`config.mk`:
```
export PLATFORM = sky130hd
export DESIGN_NAME = mem_access_arbiter
export DESIGN_NICKNAME = d
export VERILOG_FILES = /design/src/rtl/mem_arb_pkg.sv /design/src/rtl/rr_arbiter.sv /design/src/rtl/mem_access_arbiter.sv
export SDC_FILE = /design/constraint.sdc
export NUM_CORES = 1
export LEC_CHECK = 0
export ABC_AREA = 1
export BUFFER_PORTS_ARGS = -buffer_cell sky130_fd_sc_hd__clkbuf_2
export CAP_MARGIN = 10
export CORE_MARGIN = 2
export CORE_UTILIZATION = 49
export CTS_CLUSTER_SIZE = 8
export DETAILED_ROUTE_END_ITERATION = 12
export PLACE_DENSITY = 0.81
export SYNTH_ARGS = -nofsm -noshare
export SYNTH_HDL_FRONTEND = slang
export SYNTH_SLANG_ARGS = --single-unit
```
`constraint.sdc`:
```
create_clock -name clk -period 2.61 [get_ports clk]
set_clock_uncertainty 0.1 [all_clocks]
set_input_delay 0.783 -clock clk [delete_from_list [all_inputs] [get_ports clk]]
set_output_delay 0.783 -clock clk [all_outputs]
set_load 0.02 [all_outputs]
```
`src/rtl/mem_arb_pkg.sv`:
```
// Shared types and default sizing for the memory access arbiter.
// Holds the FSM state encoding used by mem_access_arbiter.
package mem_arb_pkg;

    localparam int DEF_NREQ = 2;
    localparam int DEF_AW   = 4;
    localparam int DEF_DW   = 32;

    typedef enum logic [1:0] {
        ST_IDLE   = 2'd0,
        ST_ACCESS = 2'd1,
        ST_RDWAIT = 2'd2
    } arb_state_t;

endpackage

```
`src/rtl/rr_arbiter.sv`:
```
// Round-robin selector: scans requests starting just after the last
// grant and returns the first one found as one-hot and as an index.
module rr_arbiter #(
    parameter int NREQ = 2,
    parameter int IW   = $clog2(NREQ)
) (
    input  logic [NREQ-1:0] i_req,
    input  logic [IW-1:0]   i_last,
    output logic [NREQ-1:0] o_onehot,
    output logic [IW-1:0]   o_idx
);

    logic          w_found;
    int            w_pos;
    logic [IW-1:0] w_sel;

    // Rotating priority scan, first hit after i_last wins
    always_comb begin
        o_onehot = '0;
        o_idx    = '0;
        w_found  = 1'b0;
        w_pos    = 0;
        w_sel    = '0;
        for (int k = 1; k <= NREQ; k++) begin
            w_pos = int'(i_last) + k;
            if (w_pos >= NREQ) begin
                w_pos = w_pos - NREQ;
            end
            w_sel = IW'(w_pos);
            if (!w_found && i_req[w_sel]) begin
                w_found         = 1'b1;
                o_onehot[w_sel] = 1'b1;
                o_idx           = w_sel;
            end
        end
    end

endmodule

```
`src/rtl/mem_access_arbiter.sv`:
```
// Multi-requester single-port memory arbiter, round-robin, one access
// at a time. Define MEM_ARB_RD_CHECK_EN to flag reads of unwritten words.
module mem_access_arbiter
    import mem_arb_pkg::*;
#(
    parameter int NREQ = DEF_NREQ,
    parameter int AW   = DEF_AW,
    parameter int DW   = DEF_DW
) (
    input  logic                    clk,
    input  logic                    reset_n,
    input  logic [NREQ-1:0]         req,
    input  logic [NREQ-1:0]         we,
    input  logic [NREQ*AW-1:0]      addr,
    input  logic [NREQ*DW-1:0]      wdata,
    output logic [NREQ-1:0]         gnt,
    output logic                    rsp_valid,
    output logic [$clog2(NREQ)-1:0] rsp_id,
    output logic [DW-1:0]           rsp_data,
    output logic                    rsp_err,
    output logic                    mem_write,
    output logic                    mem_read,
    output logic [AW-1:0]           mem_addr,
    output logic [DW-1:0]           mem_wdata,
    input  logic [DW-1:0]           mem_rdata
);

    localparam int IW = $clog2(NREQ);

    arb_state_t      r_state;
    arb_state_t      w_state_nx;

    logic [IW-1:0]   r_last;
    logic [IW-1:0]   r_id;
    logic [NREQ-1:0] r_gnt;
    logic            r_we;
    logic [AW-1:0]   r_addr;
    logic [DW-1:0]   r_wdata;

    logic            r_rsp_valid;
    logic [IW-1:0]   r_rsp_id;
    logic [DW-1:0]   r_rsp_data;

    logic [NREQ-1:0] w_onehot;
    logic [IW-1:0]   w_idx;
    logic            w_take;

    rr_arbiter #(
        .NREQ (NREQ),
        .IW   (IW)
    ) u_rr (
        .i_req    (req),
        .i_last   (r_last),
        .o_onehot (w_onehot),
        .o_idx    (w_idx)
    );

    assign w_take = (r_state == ST_IDLE) && (|req);

    // State register
    always_ff @(posedge clk or negedge reset_n) begin
        if (!reset_n) begin
            r_state <= ST_IDLE;
        end else begin
            r_state <= w_state_nx;
        end
    end

    // Next state and per-state strobes; only ACCESS talks to memory
    always_comb begin
        w_state_nx = r_state;
        gnt        = '0;
        mem_write  = 1'b0;
        mem_read   = 1'b0;
        unique case (r_state)
            ST_IDLE: begin
                if (|req) begin
                    w_state_nx = ST_ACCESS;
                end
            end
            ST_ACCESS: begin
                gnt        = r_gnt;
                mem_write  = r_we;
                mem_read   = !r_we;
                w_state_nx = r_we ? ST_IDLE : ST_RDWAIT;
            end
            ST_RDWAIT: begin
                w_state_nx = ST_IDLE;
            end
            default: begin
                w_state_nx = ST_IDLE;
            end
        endcase
    end

    // Latch the winner's command; remember who was served last
    always_ff @(posedge clk or negedge reset_n) begin
        if (!reset_n) begin
            r_last  <= IW'(NREQ - 1);
            r_id    <= '0;
            r_gnt   <= '0;
            r_we    <= 1'b0;
            r_addr  <= '0;
            r_wdata <= '0;
        end else begin
            if (w_take) begin
                r_id    <= w_idx;
                r_gnt   <= w_onehot;
                r_we    <= we[w_idx];
                r_addr  <= addr[w_idx*AW +: AW];
                r_wdata <= wdata[w_idx*DW +: DW];
            end
            if (r_state == ST_ACCESS) begin
                r_last <= r_id;
            end
        end
    end

    // Capture read data at the end of RDWAIT; data holds between pulses
    always_ff @(posedge clk or negedge reset_n) begin
        if (!reset_n) begin
            r_rsp_valid <= 1'b0;
            r_rsp_id    <= '0;
            r_rsp_data  <= '0;
        end else begin
            r_rsp_valid <= (r_state == ST_RDWAIT);
            if (r_state == ST_RDWAIT) begin
                r_rsp_id   <= r_id;
                r_rsp_data <= mem_rdata;
            end
        end
    end

    assign rsp_valid = r_rsp_valid;
    assign rsp_id    = r_rsp_id;
    assign rsp_data  = r_rsp_data;
    assign mem_addr  = r_addr;
    assign mem_wdata = r_wdata;

`ifdef MEM_ARB_RD_CHECK_EN

    logic [2**AW-1:0] r_written;
    logic             r_rsp_err;

    // Track which words have ever been written since reset
    always_ff @(posedge clk or negedge reset_n) begin
        if (!reset_n) begin
            r_written <= '0;
        end else if ((r_state == ST_ACCESS) && r_we) begin
            r_written[r_addr] <= 1'b1;
        end
    end

    // Error flag travels alongside the read response
    always_ff @(posedge clk or negedge reset_n) begin
        if (!reset_n) begin
            r_rsp_err <= 1'b0;
        end else if (r_state == ST_RDWAIT) begin
            r_rsp_err <= !r_written[r_addr];
        end
    end

    assign rsp_err = r_rsp_err;

`else

    assign rsp_err = 1'b0;

`endif

endmodule

```
==> impl_metrics.env <==
export IMPL_status="complete, no violations"
export IMPL_synth_area_leaders="dfrtp_1 52%, nand2_1 22%, nand3_1 10%, inv_1 8.4%, buf_2 2.1%"
export IMPL_postCtsResizedCells=0
export IMPL_die_x_um=90.32
export IMPL_clockBufferDepth=2
export IMPL_slowest_stage="dfrtp_1"
export IMPL_start_kind="flop"
export IMPL_finalNonFillerCells=771
export IMPL_critPathBufInv=2
export IMPL_finalHoldViolations=0
export IMPL_dp_cells=755
export IMPL_yosys_area_share_simple=0.3321
export IMPL_gp_congestion=0.8142
export IMPL_syn2layout_area_growth_pct=33.58
export IMPL_diodes=0
export IMPL_via_per_inst=4.668
export IMPL_synth_fa_ha_area_frac=0
export IMPL_synth_lib_cells_used_distinct=16
export IMPL_synth_top_family_by_area="simple AND/OR/NAND/NOR gates"
export IMPL_die_y_um=90.32
export IMPL_grt_antenna_before_repair=0
export IMPL_synth_top_area_frac=0.5209
export IMPL_vdd_drop_max_mv=0.5796
export IMPL_rsz0062_at_grt="false"
export IMPL_start_util=0.5034
export IMPL_ys_warnings_count=0
export IMPL_firstDrtPassIters=4
export IMPL_grt_pass1_vias=3464
export IMPL_nNetsFinal=777
export IMPL_min_period_ns=2.213
export IMPL_setup_viol=0
export IMPL_path_max_fanout=7
export IMPL_cts_root_buf="clkbuf_8"
export IMPL_cts_hold_buf=0
export IMPL_p_per_area_nw_per_um2=1245
export IMPL_grtUsageMet1=0.2973
export IMPL_leakagePower_nw=3.106
export IMPL_path_cells="inv_1, nand2_1, nor2_1, clkbuf_2"
export IMPL_path_delay_family="flip-flops"
export IMPL_wire_per_inst_um=11.58
export IMPL_netlist_area_um2=3651
export IMPL_post_place_ws_ns=0.5633
export IMPL_grt_pass1_wl_mm=15.30
export IMPL_cp_arrival_ns=1.33
export IMPL_drc=0
export IMPL_syn_nets=600
export IMPL_relSlewSlack=0.3928
export IMPL_track_usage=0.2304
export IMPL_overflow=0
export IMPL_worstMarginPinSlew_ns=0.9098
export IMPL_crit_path_max_incr_delay_ns=0.40
export IMPL_post_route_period_util=0.8478
export IMPL_rows=31
export IMPL_tns_ns=0
export IMPL_syn_avg_cell_area_um2=7.451
export IMPL_cts_setup_buffers=0
export IMPL_power_mw=6.074
export IMPL_cts_sinks=77
export IMPL_core_area_um2=7253
export IMPL_cts_tree="yes"
export IMPL_dp_hpwl_mm=6.850
export IMPL_synth_largest_area_cell="dfrtp_1"
export IMPL_finalWorstSetupSlack_ns=0.3972
export IMPL_holdCritPathClass="input pin to asynchronous set/reset pin"
export IMPL_globalRouteMet3Util=0.04841
export IMPL_ys_seq_area_frac=0.5281
export IMPL_path_clk_slew_ns=0.08
export IMPL_via_count=3599
export IMPL_drt_iter0_markers=105
export IMPL_gr_usage_met2=0.3872
export IMPL_synth_compound_area_frac=0.008225
export IMPL_path_class="flop to output pin"
export IMPL_layout_drive_gt1_share=0.3155
export IMPL_ant_nets=0
export IMPL_cts_buffers=9
export IMPL_boundaryPins=185
export IMPL_synth_area_mux_share=0
export IMPL_htreeDepth=3
export IMPL_port_buffers=183
export IMPL_grt_max_degree=45
export IMPL_synthCells=490
export IMPL_hold_ws_ns=0.2794
export IMPL_clkLatencyLatePin_ns=0.33
export IMPL_end_kind="output pin"
export IMPL_wl_mm=8.925
export IMPL_synth_seq_cells=77
export IMPL_grt_busiest_layer="met2"
export IMPL_dieArea_um2=8158
export IMPL_max_freq_mhz=451.9
export IMPL_drv_slew=0
export IMPL_drv_cap=0
export IMPL_critPathRequiredTime_ns=1.73
export IMPL_synth_xor_area_share=0
[metal layers]
layer,routed length (um),share of wire
met2,4271,0.48
met4,97,0.011
met5,0,0
met3,654,0.073
met1,3900,0.44
[synth_stat cells (all sizes together)]
master,n
clkbuf,1
conb,1
inv,82
buf,26
dfrtp,76
a21oi,1
nand2,214
dfstp,1
nand3,74
o21ai,5
nor2,9
[cells in the final DEF (no fill, tap or decap)]
master	instances
nor2_2	1
nor2_1	8
clkbuf_2	182
nand2_1	213
conb_1	1
a21oi_1	1
o21ai_0	2
dfrtp_1	76
clkbuf_1	1
buf_12	2
clkbuf_8	10
o21ai_2	1
o21ai_1	2
buf_4	9
bufinv_16	3
clkinv_4	2
nand3_1	74
inv_1	82
dfstp_2	1
nand2_2	1
[kinds of logic after synthesis]
logic type | after synthesis
and+or+nand+nor | 297
AOI/OAI and AO/OA | 6
buffers and inverters | 109
DFF | 77
other | 1
[stage by stage]
step	area (um2)	util
2_1_floorplan	3651	-
3_3_place_gp	4628	0.6381
3_5_place_dp	4628	0.6381
4_1_cts	4877	0.6724
5_1_grt	4877	0.6724
6_report	4877	0.6724
[worst paths after layout]
path,startpoint,end,slack [ns],depth (start not counted)
worst min-delay path,reset_n,rsp_data[25]$_DFFE_PN0P_,0.28,1
worst min register to register,mem_wdata[21]$_DFFE_PN0P_,mem_wdata[21]$_DFFE_PN0P_,0.38,2
min in group clk,mem_wdata[21]$_DFFE_PN0P_,mem_wdata[21]$_DFFE_PN0P_,0.38,2
max in group asynchronous,reset_n,r_last$_DFFE_PN1N_,1.50,2
worst max register to register,r_state[0]$_DFFE_PN0P_,rsp_data[22]$_DFFE_PN0P_,0.94,5
worst max-delay path,r_state[1]$_DFFE_PN0P_,gnt[0],0.40,4
[flip-flops by register name (all words and copies together), names as in the netlist]
register	cells
mem_addr	4
mem_wdata	32
r_gnt	2
r_id	1
r_last	1
r_state	2
r_we	1
rsp_data	32
rsp_id	1
rsp_valid	1
[area by class of cell]
type	count	area (um2)
Multi-Input combinational cell	304	1250
Sequential cell	77	1928
Clock inverter	5	107.6
Inverter	82	307.8
Tap cell	99	123.9
Clock buffer	11	141.4
Fill cell	655	2376
Timing Repair Buffer	193	1018
[power by group]
part | switching (mW) | internal, mW | total (mW)
clock | 0.417 | 0.665 | 1.08
sequential | 0.346 | 1.81 | 2.15
combinational | 1.90 | 0.936 | 2.84
total | 2.67 | 3.41 | 6.07
(Power assumes the default switching activity.)
